[src/rtl/npu_defs.sv]
// rtl/npu_defs.sv - shared state encodings and requantization constants for output_writeback
package npu_defs;

  typedef enum logic [1:0] {
    ST_IDLE  = 2'd0,
    ST_RUN   = 2'd1,
    ST_DRAIN = 2'd2,
    ST_DONE  = 2'd3
  } wb_state_t;

  localparam int Q31_FRAC_BITS = 31;
  localparam int Q31_ROUND_BIT = 30;
  localparam int REQ_Y_WIDTH   = 34;
  localparam logic signed [REQ_Y_WIDTH-1:0] REQ_Y_ONE = 34'sd1;

  // Half an output LSB at the chosen shift, giving round-half-toward-+inf.
  function automatic logic signed [63:0] q31_round(input logic [4:0] shift);
    return 64'sd1 <<< (Q31_ROUND_BIT + int'(shift));
  endfunction

  function automatic logic signed [REQ_Y_WIDTH-1:0] sat_max(input int width);
    return (REQ_Y_ONE <<< (width - 1)) - REQ_Y_ONE;
  endfunction

  function automatic logic signed [REQ_Y_WIDTH-1:0] sat_min(input int width);
    return -(REQ_Y_ONE <<< (width - 1));
  endfunction

endpackage

[src/rtl/output_writeback_if.sv]
// rtl/output_writeback_if.sv - accumulator result stream into the write-back stage
interface output_writeback_if #(
  parameter int DATA_WIDTH = 32
);
  logic signed [DATA_WIDTH-1:0] tdata;
  logic                         tvalid;
  logic                         tready;
  logic                         tlast;

  modport master (output tdata, output tvalid, output tlast, input tready);
  modport slave  (input tdata, input tvalid, input tlast, output tready);
endinterface

[src/rtl/output_writeback_requant_pipe.sv]
// rtl/output_writeback_requant_pipe.sv - multiply / round-shift+zp / saturate pipeline
// OUTPUT_WB_RELU_EN: lower clamp bound becomes the zero point (fused ReLU).
module requant_pipe
  import npu_defs::*;
#(
  parameter int ACC_WIDTH    = 32,
  parameter int SRAM_WIDTH_O = 16
) (
  input  logic                           clk,
  input  logic                           rst_n,
  input  logic                           in_valid,
  input  logic signed [ACC_WIDTH-1:0]    in_data,
  input  logic signed [31:0]             quant_mult,
  input  logic        [4:0]              quant_shift,
  input  logic signed [SRAM_WIDTH_O-1:0] zero_point,
  output logic                           out_valid,
  output logic signed [SRAM_WIDTH_O-1:0] out_data
);

  localparam logic signed [REQ_Y_WIDTH-1:0] SAT_MAX = sat_max(SRAM_WIDTH_O);
  localparam logic signed [REQ_Y_WIDTH-1:0] SAT_MIN = sat_min(SRAM_WIDTH_O);

  logic                          v1, v2;
  logic signed [63:0]            p1;
  logic signed [REQ_Y_WIDTH-1:0] y2;
  logic signed [63:0]            p_rnd;
  logic signed [REQ_Y_WIDTH-1:0] y_next;
  logic signed [REQ_Y_WIDTH-1:0] lo_bound;

  // Config inputs are held constant for the whole layer, so they feed each stage directly.
  always_comb begin
    p_rnd  = p1 + q31_round(quant_shift);
    y_next = REQ_Y_WIDTH'(p_rnd >>> (Q31_FRAC_BITS + int'(quant_shift)))
           + REQ_Y_WIDTH'(zero_point);
`ifdef OUTPUT_WB_RELU_EN
    lo_bound = REQ_Y_WIDTH'(zero_point);
`else
    lo_bound = SAT_MIN;
`endif
  end

  always_ff @(posedge clk or negedge rst_n) begin
    if (!rst_n) begin
      v1        <= 1'b0;
      v2        <= 1'b0;
      out_valid <= 1'b0;
      p1        <= '0;
      y2        <= '0;
      out_data  <= '0;
    end else begin
      v1        <= in_valid;
      v2        <= v1;
      out_valid <= v2;
      if (in_valid) p1 <= 64'(in_data) * 64'(quant_mult);
      if (v1)       y2 <= y_next;
      if (v2) begin
        if (y2 > SAT_MAX)       out_data <= SRAM_WIDTH_O'(SAT_MAX);
        else if (y2 < lo_bound) out_data <= SRAM_WIDTH_O'(lo_bound);
        else                    out_data <= SRAM_WIDTH_O'(y2);
      end
    end
  end

endmodule

[src/rtl/output_writeback.sv]
// rtl/output_writeback.sv - requantizing write-back of accumulator results into output SRAM
// OUTPUT_WB_RELU_EN selects a fused-ReLU lower clamp inside requant_pipe.
module output_writeback
  import npu_defs::*;
#(
  parameter int ADDR_WIDTH     = 13,
  parameter int ACC_WIDTH      = 32,
  parameter int SRAM_WIDTH_O   = 16,
  parameter int MAX_ADDR_WIDTH = 14
) (
  input  logic                           s_axis_aclk,
  input  logic                           s_axis_aresetn,
  output_writeback_if.slave              s_axis,
  input  logic                           start,
  input  logic                           clear,
  input  logic        [MAX_ADDR_WIDTH-1:0] out_size,
  input  logic signed [31:0]             quant_mult,
  input  logic        [4:0]              quant_shift,
  input  logic signed [SRAM_WIDTH_O-1:0] out_zero_point,
  output logic                           sram_out_we,
  output logic        [ADDR_WIDTH-1:0]   sram_out_addr,
  output logic signed [SRAM_WIDTH_O-1:0] sram_out_data_in,
  output logic                           start_output,
  output logic                           busy,
  output logic                           err_tlast
);

  localparam logic [MAX_ADDR_WIDTH-1:0] CNT_ONE = MAX_ADDR_WIDTH'(1);

  wb_state_t                      state;
  logic [MAX_ADDR_WIDTH-1:0]      cfg_size;
  logic signed [31:0]             cfg_mult;
  logic [4:0]                     cfg_shift;
  logic signed [SRAM_WIDTH_O-1:0] cfg_zp;
  logic [MAX_ADDR_WIDTH-1:0]      in_cnt;
  logic [MAX_ADDR_WIDTH-1:0]      wr_cnt;
  logic                           tready_q;
  logic                           accept;
  logic                           last_beat;
  logic                           pipe_valid;
  logic signed [SRAM_WIDTH_O-1:0] pipe_data;

  assign s_axis.tready = tready_q;
  assign accept        = s_axis.tvalid && tready_q;
  assign last_beat     = (in_cnt == cfg_size - CNT_ONE);

  requant_pipe #(
    .ACC_WIDTH    (ACC_WIDTH),
    .SRAM_WIDTH_O (SRAM_WIDTH_O)
  ) u_requant_pipe (
    .clk         (s_axis_aclk),
    .rst_n       (s_axis_aresetn),
    .in_valid    (accept),
    .in_data     (s_axis.tdata),
    .quant_mult  (cfg_mult),
    .quant_shift (cfg_shift),
    .zero_point  (cfg_zp),
    .out_valid   (pipe_valid),
    .out_data    (pipe_data)
  );

  always_ff @(posedge s_axis_aclk or negedge s_axis_aresetn) begin
    if (!s_axis_aresetn) begin
      state            <= ST_IDLE;
      cfg_size         <= '0;
      cfg_mult         <= '0;
      cfg_shift        <= '0;
      cfg_zp           <= '0;
      in_cnt           <= '0;
      wr_cnt           <= '0;
      tready_q         <= 1'b0;
      sram_out_we      <= 1'b0;
      sram_out_addr    <= '0;
      sram_out_data_in <= '0;
      start_output     <= 1'b0;
      busy             <= 1'b0;
      err_tlast        <= 1'b0;
    end else begin
      sram_out_we <= pipe_valid;
      if (pipe_valid) begin
        sram_out_addr    <= wr_cnt[ADDR_WIDTH-1:0];
        sram_out_data_in <= pipe_data;
        wr_cnt           <= wr_cnt + CNT_ONE;
      end

      case (state)
        ST_IDLE: begin
          if (start) begin
            cfg_size  <= out_size;
            cfg_mult  <= quant_mult;
            cfg_shift <= quant_shift;
            cfg_zp    <= out_zero_point;
            in_cnt    <= '0;
            wr_cnt    <= '0;
            err_tlast <= 1'b0;
            if (out_size == '0) begin
              state        <= ST_DONE;
              start_output <= 1'b1;
            end else begin
              state    <= ST_RUN;
              tready_q <= 1'b1;
              busy     <= 1'b1;
            end
          end
        end
        ST_RUN: begin
          if (accept) begin
            in_cnt <= in_cnt + CNT_ONE;
            // An early tlast only flags the error; the layer still runs to out_size beats.
            if (s_axis.tlast != last_beat) err_tlast <= 1'b1;
            if (last_beat) begin
              state    <= ST_DRAIN;
              tready_q <= 1'b0;
            end
          end
        end
        ST_DRAIN: begin
          if (sram_out_we && (wr_cnt == cfg_size)) begin
            state        <= ST_DONE;
            start_output <= 1'b1;
            busy         <= 1'b0;
          end
        end
        ST_DONE: begin
          if (clear) begin
            state        <= ST_IDLE;
            start_output <= 1'b0;
          end
        end
        default: state <= ST_IDLE;
      endcase
    end
  end

endmodule

[src/flat_wrapper.sv]
// flat-port wrapper written by rule: the top's interface ports become plain ports
module output_writeback_flat import npu_defs::*;
#(
  parameter int ADDR_WIDTH     = 13,
  parameter int ACC_WIDTH      = 32,
  parameter int SRAM_WIDTH_O   = 16,
  parameter int MAX_ADDR_WIDTH = 14
)
  (s_axis_aclk, s_axis_aresetn, start, clear, out_size, quant_mult, quant_shift, out_zero_point, sram_out_we, sram_out_addr, sram_out_data_in, start_output, busy, err_tlast, s_axis_tdata, s_axis_tvalid, s_axis_tlast, s_axis_tready);
  output_writeback_if #(.DATA_WIDTH(32)) s_axis_i ();
  input  logic s_axis_aclk;
  input  logic s_axis_aresetn;
  input  logic start;
  input  logic clear;
  input  logic        [MAX_ADDR_WIDTH-1:0] out_size;
  input  logic signed [31:0] quant_mult;
  input  logic        [4:0] quant_shift;
  input  logic signed [SRAM_WIDTH_O-1:0] out_zero_point;
  output logic sram_out_we;
  output logic        [ADDR_WIDTH-1:0] sram_out_addr;
  output logic signed [SRAM_WIDTH_O-1:0] sram_out_data_in;
  output logic start_output;
  output logic busy;
  output logic err_tlast;
  input wire logic [$bits(s_axis_i.tdata)-1:0] s_axis_tdata;
  input wire logic [$bits(s_axis_i.tvalid)-1:0] s_axis_tvalid;
  input wire logic [$bits(s_axis_i.tlast)-1:0] s_axis_tlast;
  output wire logic [$bits(s_axis_i.tready)-1:0] s_axis_tready;
  assign s_axis_i.tdata = s_axis_tdata;
  assign s_axis_i.tvalid = s_axis_tvalid;
  assign s_axis_i.tlast = s_axis_tlast;
  assign s_axis_tready = s_axis_i.tready;
  output_writeback #(.ADDR_WIDTH(ADDR_WIDTH), .ACC_WIDTH(ACC_WIDTH), .SRAM_WIDTH_O(SRAM_WIDTH_O), .MAX_ADDR_WIDTH(MAX_ADDR_WIDTH)) u_core (.s_axis_aclk(s_axis_aclk), .s_axis_aresetn(s_axis_aresetn), .s_axis(s_axis_i), .start(start), .clear(clear), .out_size(out_size), .quant_mult(quant_mult), .quant_shift(quant_shift), .out_zero_point(out_zero_point), .sram_out_we(sram_out_we), .sram_out_addr(sram_out_addr), .sram_out_data_in(sram_out_data_in), .start_output(start_output), .busy(busy), .err_tlast(err_tlast));
endmodule
[config.mk]
export PLATFORM = sky130hd
export DESIGN_NAME = output_writeback_flat
export DESIGN_NICKNAME = d
export VERILOG_FILES = /design/src/rtl/npu_defs.sv /design/src/rtl/output_writeback_if.sv /design/src/rtl/output_writeback_requant_pipe.sv /design/src/rtl/output_writeback.sv /design/src/flat_wrapper.sv
export SDC_FILE = /design/constraint.sdc
export NUM_CORES = 2
export LEC_CHECK = 0
export ABC_AREA = 0
export CAP_MARGIN = 20
export CORE_ASPECT_RATIO = 1.2
export CORE_MARGIN = 2
export CORE_UTILIZATION = 50
export CTS_BUF_LIST = sky130_fd_sc_hd__clkbuf_4
export CTS_CLUSTER_SIZE = 14
export DETAILED_ROUTE_END_ITERATION = 16
export PLACE_DENSITY = 0.72
export SYNTH_ARGS = -nofsm -noshare
export SYNTH_HDL_FRONTEND = slang
export SYNTH_SLANG_ARGS = --single-unit
[constraint.sdc]
create_clock -name s_axis_aclk -period 18.95 [get_ports s_axis_aclk]
set_clock_uncertainty 0.2 [all_clocks]
set_input_delay 2.8425 -clock s_axis_aclk [delete_from_list [all_inputs] [get_ports s_axis_aclk]]
set_output_delay 2.8425 -clock s_axis_aclk [all_outputs]
set_load 0.01 [all_outputs]
* After elaboration in Yosys (flattened, before gate mapping)
Index checks and enable logic that the tools add are counted.
** Cells by class
- Add/subtract/negate cells :: 7
- $mul :: 1
- $lt $le $gt $ge :: 2
- Equality and inequality tests :: 14
- Shifts and indexed selects :: 2
- Muxes and demuxes :: 31
- Reductions and logical operators :: 14
** Operator list (number)
- 14-bit two-way mux :: 5
- 64-bit adder :: 1
- 32-bit by 32-bit multiplier with 64-bit output :: 1
- 2-bit by 32-bit <<< shifter with 64-bit output (first input constant) :: 1
- 64-bit by 6-bit >>> shifter with 34-bit output :: 1
- 34-bit by 16-bit adder with 34-bit output :: 1
- 34-bit by 16-bit greater-than comparator with 1-bit output (second input constant) :: 1
- 34-bit by 16-bit less-than comparator with 1-bit output (second input constant) :: 1
- 16-bit two-way mux :: 2
- 14-bit by 1-bit adder with 14-bit output (second input constant) :: 2
- 14-bit == test :: 2
- 14-bit case mux with 2 select lines :: 1
- 5-bit AND reduction :: 3
- 14-bit logical NOT :: 1
- 14-bit by 1-bit subtractor with 14-bit output (second input constant) :: 1
- 5-bit by 5-bit adder with 6-bit output (first input constant) :: 2
- 1-bit two-way mux :: 12
- 2-bit two-way mux :: 6
- 2-bit by 1-bit != test with 1-bit output (second input constant) :: 4
- 2-bit != test (second input constant) :: 4
- 2-bit case mux with 4 select lines :: 1
- 4-bit AND reduction :: 2
- 1-bit case mux with 2 select lines :: 3
- 2-bit == test (second input constant) :: 2
- other kinds (9) :: 11
** Storage, ports and cells
- Register bits after elaboration :: 248
- Bits of input ports :: 105
- Output and inout bits :: 34
- Logic and storage cells :: 91

* Logic depth before layout (Yosys ltp)
- Word-level depth :: 6
- Gate-level depth with buffers :: 37
- Mapped depth without buffers :: 33

* Cells and area by module
From an unflattened synthesis, not the netlist that was laid out.
** Second synthesis, totals
- Cell total of the unflattened synthesis :: 6418
- Area total of the unflattened synthesis :: 56551.7 sq um
** Modules (own cells, without submodules)
- requant_pipe :: times used 1, cells each 5792, area an instance 50523.5 sq um, sequential area each 2927.8 sq um
- output_writeback :: times used 1, cells each 626, area an instance 6028.3 sq um, sequential area each 3278.1 sq um

* Least setup slack after synthesis
No wires, ideal clock.
- Kind :: in2reg
- Start point :: in s_axis_tdata[31]
- End point :: reg u_core.u_requant_pipe.p1[60]
- Setup time :: 124 ps
- Arrival time :: 10397 ps
- Data required time :: 18626 ps
- Path slack :: 8229 ps
- Stages on the path :: 23
- Buffers on the path :: 1
- Cell sequence :: clkbuf_1 -> nand2_1 -> inv_1 -> fa_1 -> fa_1 -> fa_1 -> fa_1 -> inv_1 -> fa_1 -> inv_1 -> fa_1 -> inv_1 -> fa_1 -> inv_1 -> fa_1 -> ha_1 -> nand2_1 -> or4_1 -> o41ai_1 -> a31oi_1 -> o21ai_0 -> a2111oi_0 -> a211o_1
** On the way
- Longest elaborated chain between the ends :: 1
** Ends and longest elaborated chain
- from (decl) :: RTL line flat_wrapper.sv:25 : input wire logic [$bits(s_axis_i.tdata)-1:0] s_axis_tdata;
- 32-bit by 32-bit multiplier with 64-bit output :: RTL line output_writeback_requant_pipe.sv:54 : if (in_valid) p1 <= 64'(in_data) * 64'(quant_mult);
- to (signal assigned) :: RTL line output_writeback_requant_pipe.sv:54
- to (decl) :: RTL line output_writeback_requant_pipe.sv:24 : logic signed [63:0] p1;
No other way between the ends.
A chain may end at the register's enable or synchronous reset.

* Worst setup path in the final report
Same ends and word-level chain as after synthesis.

==> flow_summary.json <==
{
  "max-cap-violations": 0,
  "hold_start": "u_core.cfg_mult[29]",
  "synth_area_sq_um": 56400,
  "synth_adder_area_share_pct": 45.0,
  "globalplace.congestion": 0.977,
  "area_growth_pct": 6.27,
  "grt_pass1_wl_um": 271000,
  "synth_enable_flop_cells": 0,
  "synth_top_area_share_pct": 38.5,
  "timing.rr.end": "u_core.u_requant_pipe.y2[33]",
  "synthTopCellsByArea": "fa_1, dfrtp_1, inv_1",
  "wirelength_um": 171000,
  "post_cts_resized": 0,
  "layout_commonest_cell": "inv_1",
  "vias": 45800,
  "slew_headroom_pct": 25.7,
  "r2r.worst_path.cells": 32,
  "hold_viol": 0,
  "min_delay_path_depth": 2,
  "yosys_warnings": 0,
  "final_cell_mix": "inv_1, nand2_1, fa_1, and2_1, ha_1",
  "cts_setup_buffers": 0,
  "start_util_pct": 50.2,
  "post_drt_wl_per_cell_um": 21.3,
  "hold_end": "u_core.cfg_mult[29]",
  "hold_class": "flip-flop to flip-flop",
  "synth_simple_gate_area_share_pct": 17.0,
  "fin_crit_ns": 11.33,
  "clkTransAtPathRegs_ns": 0.06,
  "antenna_found_initial": 5,
  "die_w_um": 311,
  "htreeDepth": 3,
  "vias_per_cell": 5.73,
  "synth_seq_cells": 248,
  "setup-tns-final_ns": 0,
  "grt_usage_pct": 30.2,
  "syn_inst": 6470,
  "startpoint_type": "primary input",
  "rows": 135,
  "r2r_slack_ns": 8.31,
  "ys.flop_type": "dfrtp_1",
  "drive_gt1_share_pct": 5.56,
  "reg2reg_from": "u_core.cfg_shift[2]",
  "grt_max_degree": 82,
  "clock-sinks": 248,
  "worstSetupPathType": "primary input to flip-flop",
  "yosysTopAreaCell": "fa_1",
  "cp_max_fo": 32,
  "worst_ep_required_time_ns": 19.60,
  "final_net_count": 7907,
  "root_buffer": "clkbuf_4",
  "async_flop_share_pct": 100,
  "slew_viol_final": 0,
  "clockBufferDepth": 3,
  "synth_xor_xnor_area_share_pct": 3.14,
  "holdWs_ns": 0.273,
  "first_pass_iters": 7,
  "synth_top_family_by_area": "adder cells",
  "final_core_util_pct": 53.4,
  "rsz0062_at_grt": "false",
  "numCtsBuffers": 73,
  "cp-end-kind": "flip-flop",
  "die-area_sq_um": 116000,
  "grt_pass1_vias": 49300,
  "period_share_pct": 59.8,
  "max_freq_mhz": 88.3,
  "syn_avg_cell_area_sq_um": 8.72,
  "synth-seq-area-share_pct": 11.0,
  "hold_buffers": 0,
  "ioPinCount": 139,
  "tightest_slew_ns": 1.11,
  "drc": 0,
  "die_h_um": 372,
  "status": "finished clean",
  "crit_start": "s_axis_tdata[31]",
  "setup_violations": 0,
  "overflow": 0,
  "ant_nets": 0,
  "drtIter0Drc": 3487,
  "clk_latency_ns": 1.07,
  "synth_compound_area_share_pct": 10.7,
  "arrival_ns": 11.97,
  "synthMuxAreaShare_pct": 3.37,
  "cts_tree": "yes",
  "fp.coreArea_sq_um": 112000,
  "ys_types": 91,
  "port-buffer-count": 138,
  "place_hpwl_um": 131000
}
Yosys cell counts, types with 24 or more instances:
master       n
a211oi_1    29
a21o_1      77
a21oi_1    231
a31oi_1     41
and2_1     407
and3_1      33
clkbuf_1   338
dfrtp_1    248
fa_1      1084
ha_1       295
inv_1     1114
mux2_2      87
mux2i_1     47
nand2_1   1103
nand2b_1    33
nand3_1     65
nand4_1     58
nor2_1     237
nor3_1      50
o211ai_1    43
o21a_1      27
o21ai_0    227
o21bai_1    32
or3_1       24
xnor2_1    117
xor2_1      85
per-layer routing:
metal | vias up | track usage (%) | part of all wire (%)
met4 | 2 | 18.8 | 7.5
met2 | 2024 | 52.4 | 49
met1 | 22900 | 34.6 | 36
li1 | 20300 | - | -
met3 | 649 | 5.55 | 7.2
met5 | - | 0 | 0.015
stage by stage:
step	instance area, sq um	worst slack (ns)	cells
final	60000	7.62	7993
after detailed placement	59000	6.73	7853
after floorplan	56500	8.23	6486
after global placement	59000	6.87	7853
after global routing	59900	7.27	7990
after CTS	59900	7.81	7982
cell families after synthesis:
group	Yosys count
simple gates	2082
buf+inv	1471
fa+ha+maj	1379
compound gates	933
flops	248
xor+xnor	202
mux	154
other cells	1
state kept, by name, summed over array words and instances, names as in the netlist, 14 cells and up:
register and cells:
u_core.in_cnt 14, u_core.cfg_mult 32, u_core.wr_cnt 14, u_core.u_requant_pipe.out_data 16, u_core.cfg_size 14, u_core.u_requant_pipe.p1 64
u_core.u_requant_pipe.y2 34, u_core.cfg_zp 16, u_core.sram_out_data_in 16
layout make-up:
class	instances	area (sq um)
sequential	248	6230
fill	10300	52400
tap	1507	1890
clock inverter	37	180
multi-input combinational	4767	44800
antenna	9	22.5
timing repair buffer	217	1940
inverter	1116	4190
clock buffer	92	691
worst max path at each step:
stage / to / slack, ns
floorplan: u_core.u_requant_pipe.p1[60] / 8.23
global placement: u_core.u_requant_pipe.p1[60] / 6.87
detailed placement: u_core.u_requant_pipe.p1[60] / 6.73
CTS: u_core.u_requant_pipe.p1[60] / 7.81
global route: u_core.u_requant_pipe.p1[60] / 7.27
finish: u_core.u_requant_pipe.p1[60] / 7.62
worst max-delay path, cell delays in order:
cell and delay, ns:
clkdlybuf4s50_1 0.45, buf_4 0.33, nand2_1 0.21, inv_1 0.12
fa_1 0.53, fa_1 0.73, fa_1 0.53, fa_1 1.03
inv_1 0.37, fa_1 0.57, inv_1 0.06, fa_1 0.55
inv_1 0.06, fa_1 0.47, inv_1 0.05, fa_1 0.44
ha_1 0.37, nand2_1 0.11, or4_1 0.56, o41ai_1 0.56
a31oi_1 0.21, o21ai_0 0.34, a2111oi_0 0.17, a211o_1 0.29
Power is not shown: default switching activity piles up to over one toggle a cycle in this logic, so the estimate is an artifact.
